===== src/rtl/bitwise_ser.sv =====
// rtl/bitwise_ser.sv - parallel-in, serial-out shifter driving a bitwise d/en link
//
// Purpose:
//   Takes one WIDTH-bit word through a load handshake.
//   Emits the word one bit per enabled clock on d.
//   Pulses done once the last bit has been consumed, so the source can
//   supply the next word.
//
// Parameters:
//   WIDTH      data word width in bits (2 or more)
//   MSB_FIRST  1: bit WIDTH-1 leaves first; 0: bit 0 leaves first
//
// Optional build macro:
//   BITWISE_SER_PARITY_EN  appends one even-parity bit after the data bits.
//                          The parity is latched when the word is loaded.
//
// Ports:
//   clk      in   rising-edge clock
//   reset_n  in   asynchronous active-low reset
//   load_en  in   load request, honoured only while ready=1
//   load     in   parallel word captured on load_en && ready
//   en       in   link shift enable; 0 stalls the current bit
//   ready    out  idle, a load will be accepted
//   busy     out  word in flight (always ~ready)
//   d        out  current serial bit (0 when idle)
//   d_valid  out  d is consumed this cycle
//   done     out  one-cycle pulse on return to idle after the final bit
module bitwise_ser #(
  parameter int WIDTH     = 8,
  parameter bit MSB_FIRST = 1'b1
) (
  input  logic             clk,
  input  logic             reset_n,
  input  logic             load_en,
  input  logic [WIDTH-1:0] load,
  input  logic             en,
  output logic             ready,
  output logic             busy,
  output logic             d,
  output logic             d_valid,
  output logic             done
);

  localparam int            CW       = $clog2(WIDTH + 1);
  localparam logic [CW-1:0] LAST_CNT = CW'(WIDTH - 1);

`ifdef BITWISE_SER_PARITY_EN
  typedef enum logic [1:0] {
    S_IDLE   = 2'd0,
    S_SHIFT  = 2'd1,
    S_PARITY = 2'd2
  } state_e;
`else
  typedef enum logic [0:0] {
    S_IDLE  = 1'b0,
    S_SHIFT = 1'b1
  } state_e;
`endif

  state_e           state_q, state_d;
  logic [WIDTH-1:0] shreg_q, shreg_d;
  logic [CW-1:0]    cnt_q, cnt_d;
  logic             done_q, done_d;
`ifdef BITWISE_SER_PARITY_EN
  logic             par_q, par_d;
`endif

  // The bit on the wire is always taken from the output end of the register.
  // Shifting toward that end keeps the next bit lined up without a mux tree.
  logic             out_bit;
  logic [WIDTH-1:0] shifted;

  assign out_bit = MSB_FIRST ? shreg_q[WIDTH-1] : shreg_q[0];
  assign shifted = MSB_FIRST ? {shreg_q[WIDTH-2:0], 1'b0}
                             : {1'b0, shreg_q[WIDTH-1:1]};

  always_ff @(posedge clk or negedge reset_n) begin
    if (!reset_n) begin
      state_q <= S_IDLE;
      shreg_q <= '0;
      cnt_q   <= '0;
      done_q  <= 1'b0;
`ifdef BITWISE_SER_PARITY_EN
      par_q   <= 1'b0;
`endif
    end else begin
      state_q <= state_d;
      shreg_q <= shreg_d;
      cnt_q   <= cnt_d;
      done_q  <= done_d;
`ifdef BITWISE_SER_PARITY_EN
      par_q   <= par_d;
`endif
    end
  end

  always_comb begin
    state_d = state_q;
    shreg_d = shreg_q;
    cnt_d   = cnt_q;
    done_d  = 1'b0;
`ifdef BITWISE_SER_PARITY_EN
    par_d   = par_q;
`endif
    ready   = 1'b0;
    d       = 1'b0;
    d_valid = 1'b0;

    case (state_q)
      S_IDLE: begin
        // en is deliberately ignored here: nothing is on the wire.
        ready = 1'b1;
        if (load_en) begin
          shreg_d = load;
          cnt_d   = '0;
`ifdef BITWISE_SER_PARITY_EN
          par_d   = ^load;
`endif
          state_d = S_SHIFT;
        end
      end

      S_SHIFT: begin
        d       = out_bit;
        d_valid = en;
        if (en) begin
          shreg_d = shifted;
          cnt_d   = cnt_q + 1'b1;
          if (cnt_q == LAST_CNT) begin
`ifdef BITWISE_SER_PARITY_EN
            state_d = S_PARITY;
`else
            // done is registered, so it lands in the first idle cycle.
            // This is the same cycle in which ready rises.
            state_d = S_IDLE;
            done_d  = 1'b1;
`endif
          end
        end
      end

`ifdef BITWISE_SER_PARITY_EN
      S_PARITY: begin
        d       = par_q;
        d_valid = en;
        if (en) begin
          state_d = S_IDLE;
          done_d  = 1'b1;
        end
      end
`endif

      default: begin
        state_d = S_IDLE;
      end
    endcase
  end

  assign busy = ~ready;
  assign done = done_q;

`ifndef SYNTHESIS
  // done must coincide with the idle state, so that a held load_en can chain
  // the next word in that same cycle.
  a_done_idle: assert property (@(posedge clk) disable iff (!reset_n)
    done |-> ready);

  // The bit counter is cleared on every load and never passes the last bit.
  a_cnt_range: assert property (@(posedge clk) disable iff (!reset_n)
    (state_q == S_SHIFT) |-> (cnt_q <= LAST_CNT));
`endif

endmodule

===== config.mk =====
export PLATFORM = sky130hd
export DESIGN_NAME = bitwise_ser
export DESIGN_NICKNAME = d
export VERILOG_FILES = /design/src/rtl/bitwise_ser.sv
export SDC_FILE = /design/constraint.sdc
export NUM_CORES = 1
export LEC_CHECK = 0
export BUFFER_PORTS_ARGS = -buffer_cell sky130_fd_sc_hd__buf_2
export CORE_AREA = 5 5 45 47
export DETAILED_ROUTE_END_ITERATION = 10
export DIE_AREA = 0 0 50 52
export MAX_ROUTING_LAYER = met4
export PLACE_DENSITY = 0.76
export SYNTH_ARGS = -nofsm -noshare
export SYNTH_HDL_FRONTEND = slang
export SYNTH_SLANG_ARGS = --single-unit

===== constraint.sdc =====
create_clock -name clk -period 3.15 [get_ports clk]
set_input_delay 0.4725 -clock clk [delete_from_list [all_inputs] [get_ports clk]]
set_output_delay 0.4725 -clock clk [all_outputs]
set_load 0.005 [all_outputs]

### Yosys cells after proc, flatten, opt, wreduce, memory -nomap -nowiden

Index checks and enable logic that the tools add are counted.

| word-level totals | value |
|---|---|
| flip-flop bits (word level) | 14 |
| input bits | 12 |
| output and inout port bits | 5 |
| logic and storage cells | 26 |

| cells by class | value |
|---|---|
| add/sub/neg operators | 1 |
| equal/unequal tests | 3 |
| mux-type cells | 16 |
| bitwise logic cells | 1 |
| reductions and logical operators | 1 |

Operator list:

| operator | number |
|---|---|
| 8-bit two-way mux | 2 |
| 8-bit one-hot mux with 2 select lines | 1 |
| 1-bit two-way mux | 9 |
| 4-bit two-way mux | 2 |
| 4-bit one-hot mux with 2 select lines | 1 |
| 4-bit by 1-bit adder with 4-bit output (second input constant) | 1 |
| 4-bit by 3-bit equality test with 1-bit output (second input constant) | 1 |
| 2-bit != test (second input constant) | 2 |
| 1-bit one-hot mux with 2 select lines | 1 |
| 2-bit AND reduction | 1 |
| 1-bit NOT | 1 |

### Longest topological paths before layout

Gate-level depths: netlist of the first run.

| depth | value |
|---|---|
| depth after elaboration | 4 |
| gate-level depth with buffers | 4 |
| gate-level depth less buffers | 4 |

### Least setup slack after synthesis of the first run

OpenSTA, ideal clock, no wires.

| timing | value |
|---|---|
| path kind | input-to-output |
| start | input en |
| end | output d_valid |
| data arrival time | 0.871 ns |
| slack | 1.806 ns |
| cell stages on the path | 3 |
| path buffers | 2 |
| path through | buf_6 buf_12 and2_1 |

| on the way | value |
|---|---|
| longest elaborated chain between the ends | 1 |

Ends and longest elaborated chain:

| element | RTL line | RTL |
|---|---|---|
| start, declared | 36 | `input logic en,` |
| 1-bit two-way mux | 109 | `case (state_q)` |
| end, declared | 40 | `output logic d_valid,` |

Every way passes these cells.

### Final worst setup path of the first run

| timing | value |
|---|---|
| start | register state_q (netlist: busy) |
| end | output ready |

| on the way | value |
|---|---|
| longest elaborated chain between the ends | 1 |

Ends and longest elaborated chain:

| element | RTL line | RTL |
|---|---|---|
| start, declared | 60 | `state_e state_q, state_d;` |
| start signal, assigned | 87 | `state_q <= state_d;` |
| 1-bit two-way mux | 109 |  |
| end, declared | 37 | `output logic ready,` |

Every way passes these cells.

==> flow_metrics.tcl, run 1 <==
set metrics [dict create \
    slew-limit-headroom_pct 48.9 \
    fin_skew_ps 5.67 \
    cts_made_buffers 3 \
    cts_hold_buf 0 \
    h-tree-depth 1 \
    synth_cell_types 23 \
    cts-root-buf "clkbuf_4" \
    drv_slew 0 \
    path_delay_family "flip-flops" \
    ir_worst_vdd_mv 0.326 \
    final_antenna_net_count 0 \
    drc 0 \
    clock_sinks 14 \
    synthesis.nets 85 \
    grt_pass1_wl_microns 2640 \
    required_ps 2680 \
    crit_fanout 23 \
    clkTransAtPathRegs_ps 90 \
    syn_area_sq_um 816 \
    cts_setup_buffers 0 \
    period_share_pct 66.1 \
    ios 17 \
    dpl_cell_area_sq_um 845 \
    vias 583 \
    clk_path_buf_depth 2 \
    cellLeakagePower_nw 0.407 \
    ctsResizeCount 0 \
    report.final.setup_viol 0 \
    drive_gt1_share_pct 32.6 \
    rsz0062_at_grt "false" \
    synthTopCellsByArea "dfrtp_1 (43%), mux2i_1 (11%), a211oi_2 (9.2%)" \
    gp_congestion 0.695 \
    synth_top_area_share_pct 42.9 \
    synth.avg_cell_area_sq_um 11.3 \
    worstSetupStartpointType "flop" \
    end_kind "output pin" \
    dieArea_sq_um 2600 \
    rows 15 \
    power-per-cell-area_nw_per_um2 764 \
    post-dp-hpwl_microns 1060 \
    dr.pass1.iters 3 \
    die_x_microns 50 \
    seq_area_frac_synth_pct 42.9 \
    final_area_sq_um 881 \
    cts_tree "done" \
    grt_overflow 0 \
    diodes 0 \
    yosys_warnings 0 \
    fmax_ghz 0.480 \
    clkLatencyLatePin_ps 290 \
    area_growth_pct 7.98 \
    ys_ff_latch 14 \
    drt_iter0_markers 6 \
    portBuffers 16 \
    drv_cap 0 \
    syn_inst 72 \
    worstHoldPathType "in -> async" \
    crit_buf_inv 2 \
    antenna_found_initial 0 \
    post_drt_wl_per_cell_microns 14.4 \
    yosys.area.top_type "dfrtp_1" \
    status "completed" \
    crit_arrival_ps 1610 \
    track_usage_pct 13.8 \
    cp_slowest_cell "dfrtp_1" \
    period_minus_slack_ps 2080 \
    totalWireLength_microns 1490 \
    core_area_sq_um 1610 \
    routed_via_density 5.66 \
    die_h_microns 52 \
    tns_ps 0 \
    finalHoldViolations 0 \
    worstMarginPinSlew_ps 766 \
    start_util_pct 50.5 \
    path_class "reg -> out" \
    path_cells "inv_1 > buf_2" \
    cpPeakStageDelay_ps 850 \
    nets 100 \
    grt_pass1_vias 594 \
    grt_max_degree 24 \
]
power by group:
| part | switching, mW | internal (mW) |
|---|---|---|
| logic | 0.0936 | 0.117 |
| registers | 0.0778 | 0.251 |
| clock network | 0.0636 | 0.0706 |
| total | 0.235 | 0.438 |
cells by family after synthesis:
kind of cell	synth area share, %
compound gates	19.6
xor+xnor	2.15
fa+ha+maj	1.53
buf+inv	9.36
flops	42.9
mux	11.0
simple gates	13.3
stage by stage:
step                power, mW  utilization (%)  instances  worst slack, ps  hold slack, ps
floorplan               0.491                -         72             1810             177
global placement        0.527             52.3         99             1470             383
detailed placement      0.545             52.3         99             1430             382
CTS                     0.681             54.6        103             1110            58.2
global route            0.725             54.6        103              961            72.5
finish                  0.673             54.6        103             1070            53.0
state kept, by name, summed over array words and instances (netlist names):
| signal | cells |
|---|---|
| done | 1 |
| busy | 1 |
| shreg_q | 8 |
| cnt_q | 4 |
path summary, 6_finish.rpt:
| kind | slack, ps | depth (start not counted) | endpoint | start |
|---|---|---|---|---|
| worst min register to register | 530 | 1 | cnt_q[2] | cnt_q[2] |
| min in group clk | 460 | 3 | shreg_q[5] | load[5] |
| worst min-delay path | 50 | 1 | cnt_q[0] | reset_n |
| worst max-delay path | 1070 | 2 | ready | busy |
| max in group asynchronous | 2860 | 1 | shreg_q[7] | reset_n |
| worst max register to register | 1630 | 3 | busy | busy |
synth_stat cells:
cell type,count
buf_4,1
inv_1,1
buf_12,1
ha_1,1
a21oi_1,7
nand2_1,4
o21ai_0,1
o22ai_1,4
dfrtp_1,14
xor2_1,1
nand3_1,1
nor2b_1,7
a21boi_0,1
o21ai_1,1
mux2i_1,9
buf_6,4
nor2_1,2
nand4_2,1
xnor2_1,1
a211oi_1,1
nor3b_2,1
a211oi_2,6
and2_1,2
routing by layer:
metal,vias to the layer above,GRT usage (%),part of all wire [%]
li1,290,-,-
met1,280,15.8,44
met2,8,21.1,49
met3,5,3.72,3.5
met4,0,9.17,3.0
met5,-,-,0
final cells by class:
cell class              instances  area, sq um
fillers                       147          733
multi-input cells              51          389
well taps                      17         21.3
inverters                       1         3.75
clock buffers                   4         36.3
flip-flops and latches         14          350
repair buffers                 16         80.1
layout by cell type, fill, tap and decap left out, types with 2 or more instances in the layout:
cell / instances
a21oi_1: 7
clkbuf_4: 3
o22ai_1: 4
nor2b_1: 7
and2_1: 2
a211oi_2: 6
dfrtp_1: 14
nor2_1: 2
buf_2: 16
mux2i_1: 9
nand2_1: 4
No activity file was read; power rests on OpenSTA's default activity.
==> run 2: changes to the inputs <==
- CORE_AREA: 5 5 45 47 -> 5 5 48 50
- DIE_AREA: 0 0 50 52 -> 0 0 53 55
- PLACE_DENSITY: 0.76 -> 0.7
- clock period: 3.15 -> 1.9 ns (I/O delays scaled with it)
==> run 2 against run 1 <==
  * Routed wire length decreased by 2.3%
  * Critical path type unchanged
  * Sequential share of layout area decreased by 1.3 points
  * Die area up 12%
  * Hold slack improved by 220 ps
==> flow_metrics.tcl, run 2 (synthesized netlist as in run 1, its figures left out) <==
set metrics [dict create \
    worstHoldPathType "in -> reg" \
    drt_iter0_markers 3 \
    final_cell_mix "buf_2 (16), dfrtp_1 (14), mux2i_1 (9), nor2b_1 (7), a21oi_1 (7)" \
    p_comb_share_pct 32.3 \
    cp_slowest_cell "dfrtp_1" \
    clkLatencyLatePin_ps 280 \
    diodes 0 \
    period_minus_slack_ps 1610 \
    cpPeakStageDelay_ps 660 \
    finalHoldViolations 0 \
    grt_max_degree 20 \
    p_sw_mw 0.382 \
    fin_util_pct 48.9 \
    drv_cap 0 \
    dr.pass1.iters 4 \
    worstMarginPinSlew_ps 493 \
    end_kind "output pin" \
    slew-limit-headroom_pct 67.1 \
    dp_slack_ps 610 \
    cts-root-buf "clkbuf_4" \
    fin_skew_ps 0.759 \
    ir_worst_vdd_mv 0.622 \
    antenna_found_initial 0 \
    report.final.setup_viol 0 \
    grt_overflow 0 \
    status "completed" \
    cellLeakagePower_nw 0.416 \
    totalWireLength_microns 1450 \
    die_h_microns 55 \
    grt_pass1_vias 525 \
    power-per-cell-area_nw_per_um2 1220 \
    final_antenna_net_count 0 \
    tns_ps 0 \
    die_x_microns 53 \
    post-dp-hpwl_microns 1030 \
    ios 17 \
    track_usage_pct 11.6 \
    reg_top3 "shreg_q x8, cnt_q x4" \
    core_area_sq_um 1860 \
    required_ps 1620 \
    setup_ws_ps 287 \
    grt_pass1_wl_microns 2360 \
    rsz0062_at_grt "false" \
    cts_tree "done" \
    top_register "shreg_q" \
    crit_arrival_ps 1330 \
    clockPowerShare_pct 19.5 \
    nets 102 \
    crit_fanout 16 \
    fin_cells 115 \
    holdWs_ps 276 \
    path_class "reg -> out" \
    period_share_pct 84.9 \
    switching_share_pct 34.3 \
    drv_slew 0 \
    worstSetupStartpointType "flop" \
    path_cells "inv_1 > buf_2" \
    cts_made_buffers 3 \
    clkTransAtPathRegs_ps 90 \
    largest_reg_flops 8 \
    drive_gt1_share_pct 33.0 \
    vias 569 \
    clock_sinks 14 \
    dpl.cell_count 110 \
    routed_via_density 4.95 \
    post_drt_wl_per_cell_microns 12.6 \
    dieArea_sq_um 2920 \
    clk_path_buf_depth 2 \
    gp_congestion 0.662 \
    h-tree-depth 1 \
    layout_commonest_cell "buf_2" \
    p_seq_share_pct 48.2 \
    area_growth_pct 11.7 \
    rows 16 \
    portBuffers 16 \
    fmax_ghz 0.620 \
    drc 0 \
    start_util_pct 43.8 \
    p_int_mw 0.731 \
]
run 2: changes by cell type in the layout (fill, tap and decap cells not counted), sizes merged:
cell / previous run / this run
buf: 16 / 17
dlygate4sd3: 0 / 1
run 2: repair_timing:
| item | 4_1_cts | 5_1_grt |
|---|---|---|
| resized for setup | 0 | 0 |
| hold buffers | 1 | 0 |
| endpoints found under the hold margin | 14 | 0 |
| setup buffers | 0 | 0 |
run 2: area by class of cell:
type	instances	area, sq um
Timing Repair Buffer	18	97.6
Sequential cell	14	350
Tap cell	27	33.8
Multi-Input combinational cell	51	389
Clock buffer	4	36.3
Inverter	1	3.75
Fill cell	199	951
run 2: power by group through the flow:
stage	registers [mW]	clock network [mW]	logic (mW)
floorplan	0.500	0	0.314
global placement	0.537	0	0.357
detailed placement	0.544	0	0.367
CTS	0.539	0.228	0.370
global route	0.560	0.234	0.416
finish	0.537	0.217	0.360
run 2: path summary, 6_finish.rpt:
kind / cells past startpoint / slack, ps / end / start
max: 2 / 290 / ready / busy
min: 3 / 280 / shreg_q[2] / load[2]
max reg2reg: 3 / 680 / busy / busy
min reg2reg: 1 / 520 / done / cnt_q[3]
max in group asynchronous: 2 / 1230 / cnt_q[2] / reset_n
min in group asynchronous: 2 / 420 / cnt_q[0] / reset_n
run 2: worst max-delay path: cells and delay by family, from the launching register on:
family   cells  cell delay [ps]
buf+inv      2              390
flops        1              660
run 2: per-layer routing:
layer / vias to the layer above / wire length (microns) / global-route usage [%] / part of all wire, %
li1: 291 / - / - / -
met1: 261 / 643 / 13.4 / 44
met3: 2 / 110 / 5.09 / 7.6
met4: 0 / 10 / 1.28 / 0.69
met5: - / 0 / - / 0
met2: 15 / 687 / 19.2 / 47
run 2: stage by stage:
| stage | power, mW | instance area (sq um) |
|---|---|---|
| after floorplan | 0.813 | 816 |
| after global placement | 0.894 | 865 |
| after detailed placement | 0.911 | 865 |
| after CTS | 1.14 | 911 |
| after global routing | 1.21 | 911 |
| final | 1.11 | 911 |
==> run 3: changes to the inputs <==
- clock period: 1.9 -> 1.4 ns (I/O delays scaled with it)
==> run 3 against run 2 <==
  * Combinational power rose by 42%
  * Critical path depth unchanged
  * Non-clock buffer count increased by 2
  * Clock power about the same
  * Critical endpoint unchanged
  * Design area grew 0.27%
  * Largest cell class unchanged
  * Critical path type unchanged
  * Sequential cell count is the same
  * Utilization rose by 0.13 points
  * Register-to-register slack got worse by 390 ps
  * Via count is 3.0% higher
==> flow_metrics.tcl, run 3 (synthesized netlist as in run 1, its figures left out) <==
set metrics [dict create \
    track_usage_pct 12.2 \
    start_util_pct 43.8 \
    drv_slew 0 \
    clkLatencyLatePin_ps 270 \
    fin_cells 116 \
    ir_worst_vdd_mv 0.792 \
    ios 17 \
    clock_sinks 14 \
    totalWireLength_microns 1430 \
    final_cell_mix "buf_2 (16), dfrtp_1 (13), mux2i_1 (9), nor2b_1 (7), a21oi_1 (7)" \
    cts_tree "done" \
    worstHoldStart "load[7]" \
    vias 586 \
    p_seq_share_pct 49.1 \
    cts_setup_buffers 0 \
    critPathCapture "ready" \
    final_antenna_net_count 0 \
    clk_path_buf_depth 2 \
    tns_ps 0 \
    clkTransAtPathRegs_ps 80 \
    die_h_microns 55 \
    h-tree-depth 1 \
    crit_arrival_ps 1060 \
    grt_overflow 0 \
    dr.pass1.iters 4 \
    dieArea_sq_um 2920 \
    worstHoldPathType "in -> reg" \
    period_share_pct 90.5 \
    portBuffers 16 \
    post_drt_wl_per_cell_microns 12.4 \
    reg_top3 "shreg_q x8, cnt_q x4" \
    clockPowerShare_pct 15.3 \
    crit_fanout 8 \
    slew-limit-headroom_pct 73.2 \
    grt_pass1_wl_microns 2550 \
    setup_ws_ps 133 \
    cts-root-buf "clkbuf_4" \
    fill_cells 183 \
    switching_share_pct 34.4 \
    drive_gt1_share_pct 34.8 \
    fin_skew_ps 0.654 \
    p_comb_share_pct 35.6 \
    grt_pass1_vias 605 \
    routed_via_density 5.05 \
    cts_made_buffers 3 \
    drv_cap 0 \
    path_class "reg -> out" \
    finalHoldViolations 0 \
    top_register "shreg_q" \
    rows 16 \
    period_minus_slack_ps 1270 \
    drt_iter0_markers 6 \
    worstMarginPinSlew_ps 402 \
    reg2reg_from "busy" \
    r2r_slack_ps 290 \
    p_sw_mw 0.495 \
    gp_congestion 0.767 \
    worstSetupStartpointType "flop" \
    antenna_found_initial 0 \
    layout_commonest_cell "buf_2" \
    largest_reg_flops 8 \
    critPathLaunch "busy" \
    fin_util_pct 49.1 \
    area_growth_pct 12.0 \
    diodes 0 \
    cellLeakagePower_nw 0.417 \
    power-per-cell-area_nw_per_um2 1580 \
    die_x_microns 53 \
    rr_endpoint "cnt_q[2]" \
    ff2ff_path_depth 4 \
    drc 0 \
    post-dp-hpwl_microns 1010 \
    nets 104 \
    status "completed" \
    required_ps 1190 \
    core_area_sq_um 1860 \
    grt_max_degree 20 \
    dpl.cell_count 112 \
    rsz0062_at_grt "false" \
    end_kind "output pin" \
    report.final.setup_viol 0 \
    fmax_ghz 0.790 \
    p_int_mw 0.945 \
    dp_slack_ps 270 \
]
==> run 3: cell types whose count changed in the layout (fill, tap and decap cells not counted), sizes merged <==
| cell | delta |
|---|---|
| buf | +2 |
| clkbuf | -1 |
==> run 3: power by group through the flow <==
stage / Clock, mW / Combinational [mW] / Sequential [mW]
after global placement: 0 / 0.504 / 0.710
final: 0.220 / 0.512 / 0.707
after CTS: 0.230 / 0.524 / 0.707
after global routing: 0.253 / 0.593 / 0.734
after detailed placement: 0 / 0.521 / 0.713
after floorplan: 0 / 0.426 / 0.678
==> run 3: how the worst min path moves through the flow <==
stage	end	cells past startpoint
floorplan	busy	0
detailed placement	cnt_q[3]	1
finish	shreg_q[7]	3
global route	shreg_q[4]	3
CTS	shreg_q[4]	3
global placement	cnt_q[3]	1
==> run 3: final cells by class <==
type | count | area (sq um) | share of cell area (%)
inverters | 1 | 3.75 | 0.411
flip-flops and latches | 14 | 352 | 38.5
well taps | 27 | 33.8 | 3.70
clock buffers | 3 | 22.5 | 2.47
multi-input cells | 51 | 389 | 42.6
repair buffers | 20 | 113 | 12.3
==> run 3: layer usage <==
metal	wire length [microns]	track usage (%)
met4	9	1.28
met3	87	5.09
met5	0	-
met1	675	16.2
met2	660	18.2
==> run 3: timing repair <==
item,in CTS,in global routing
hold buffers,1,0
gates resized for setup,0,1
endpoints found under the hold margin,14,0
setup endpoints to repair,0,1
==> run 3: critical path, cell delays in order, from the launching register on <==
cell	delay, ps
dfrtp_2	470
inv_1	170
buf_2	150
==> run 3: per-stage QoR <==
step | total power [mW] | area [sq um] | hold WS [ps]
after floorplan | 1.10 | 816 | -85.6
after global placement | 1.21 | 880 | 123
after detailed placement | 1.23 | 880 | 125
after CTS | 1.46 | 912 | 203
after global routing | 1.58 | 913 | 209
final | 1.44 | 913 | 206
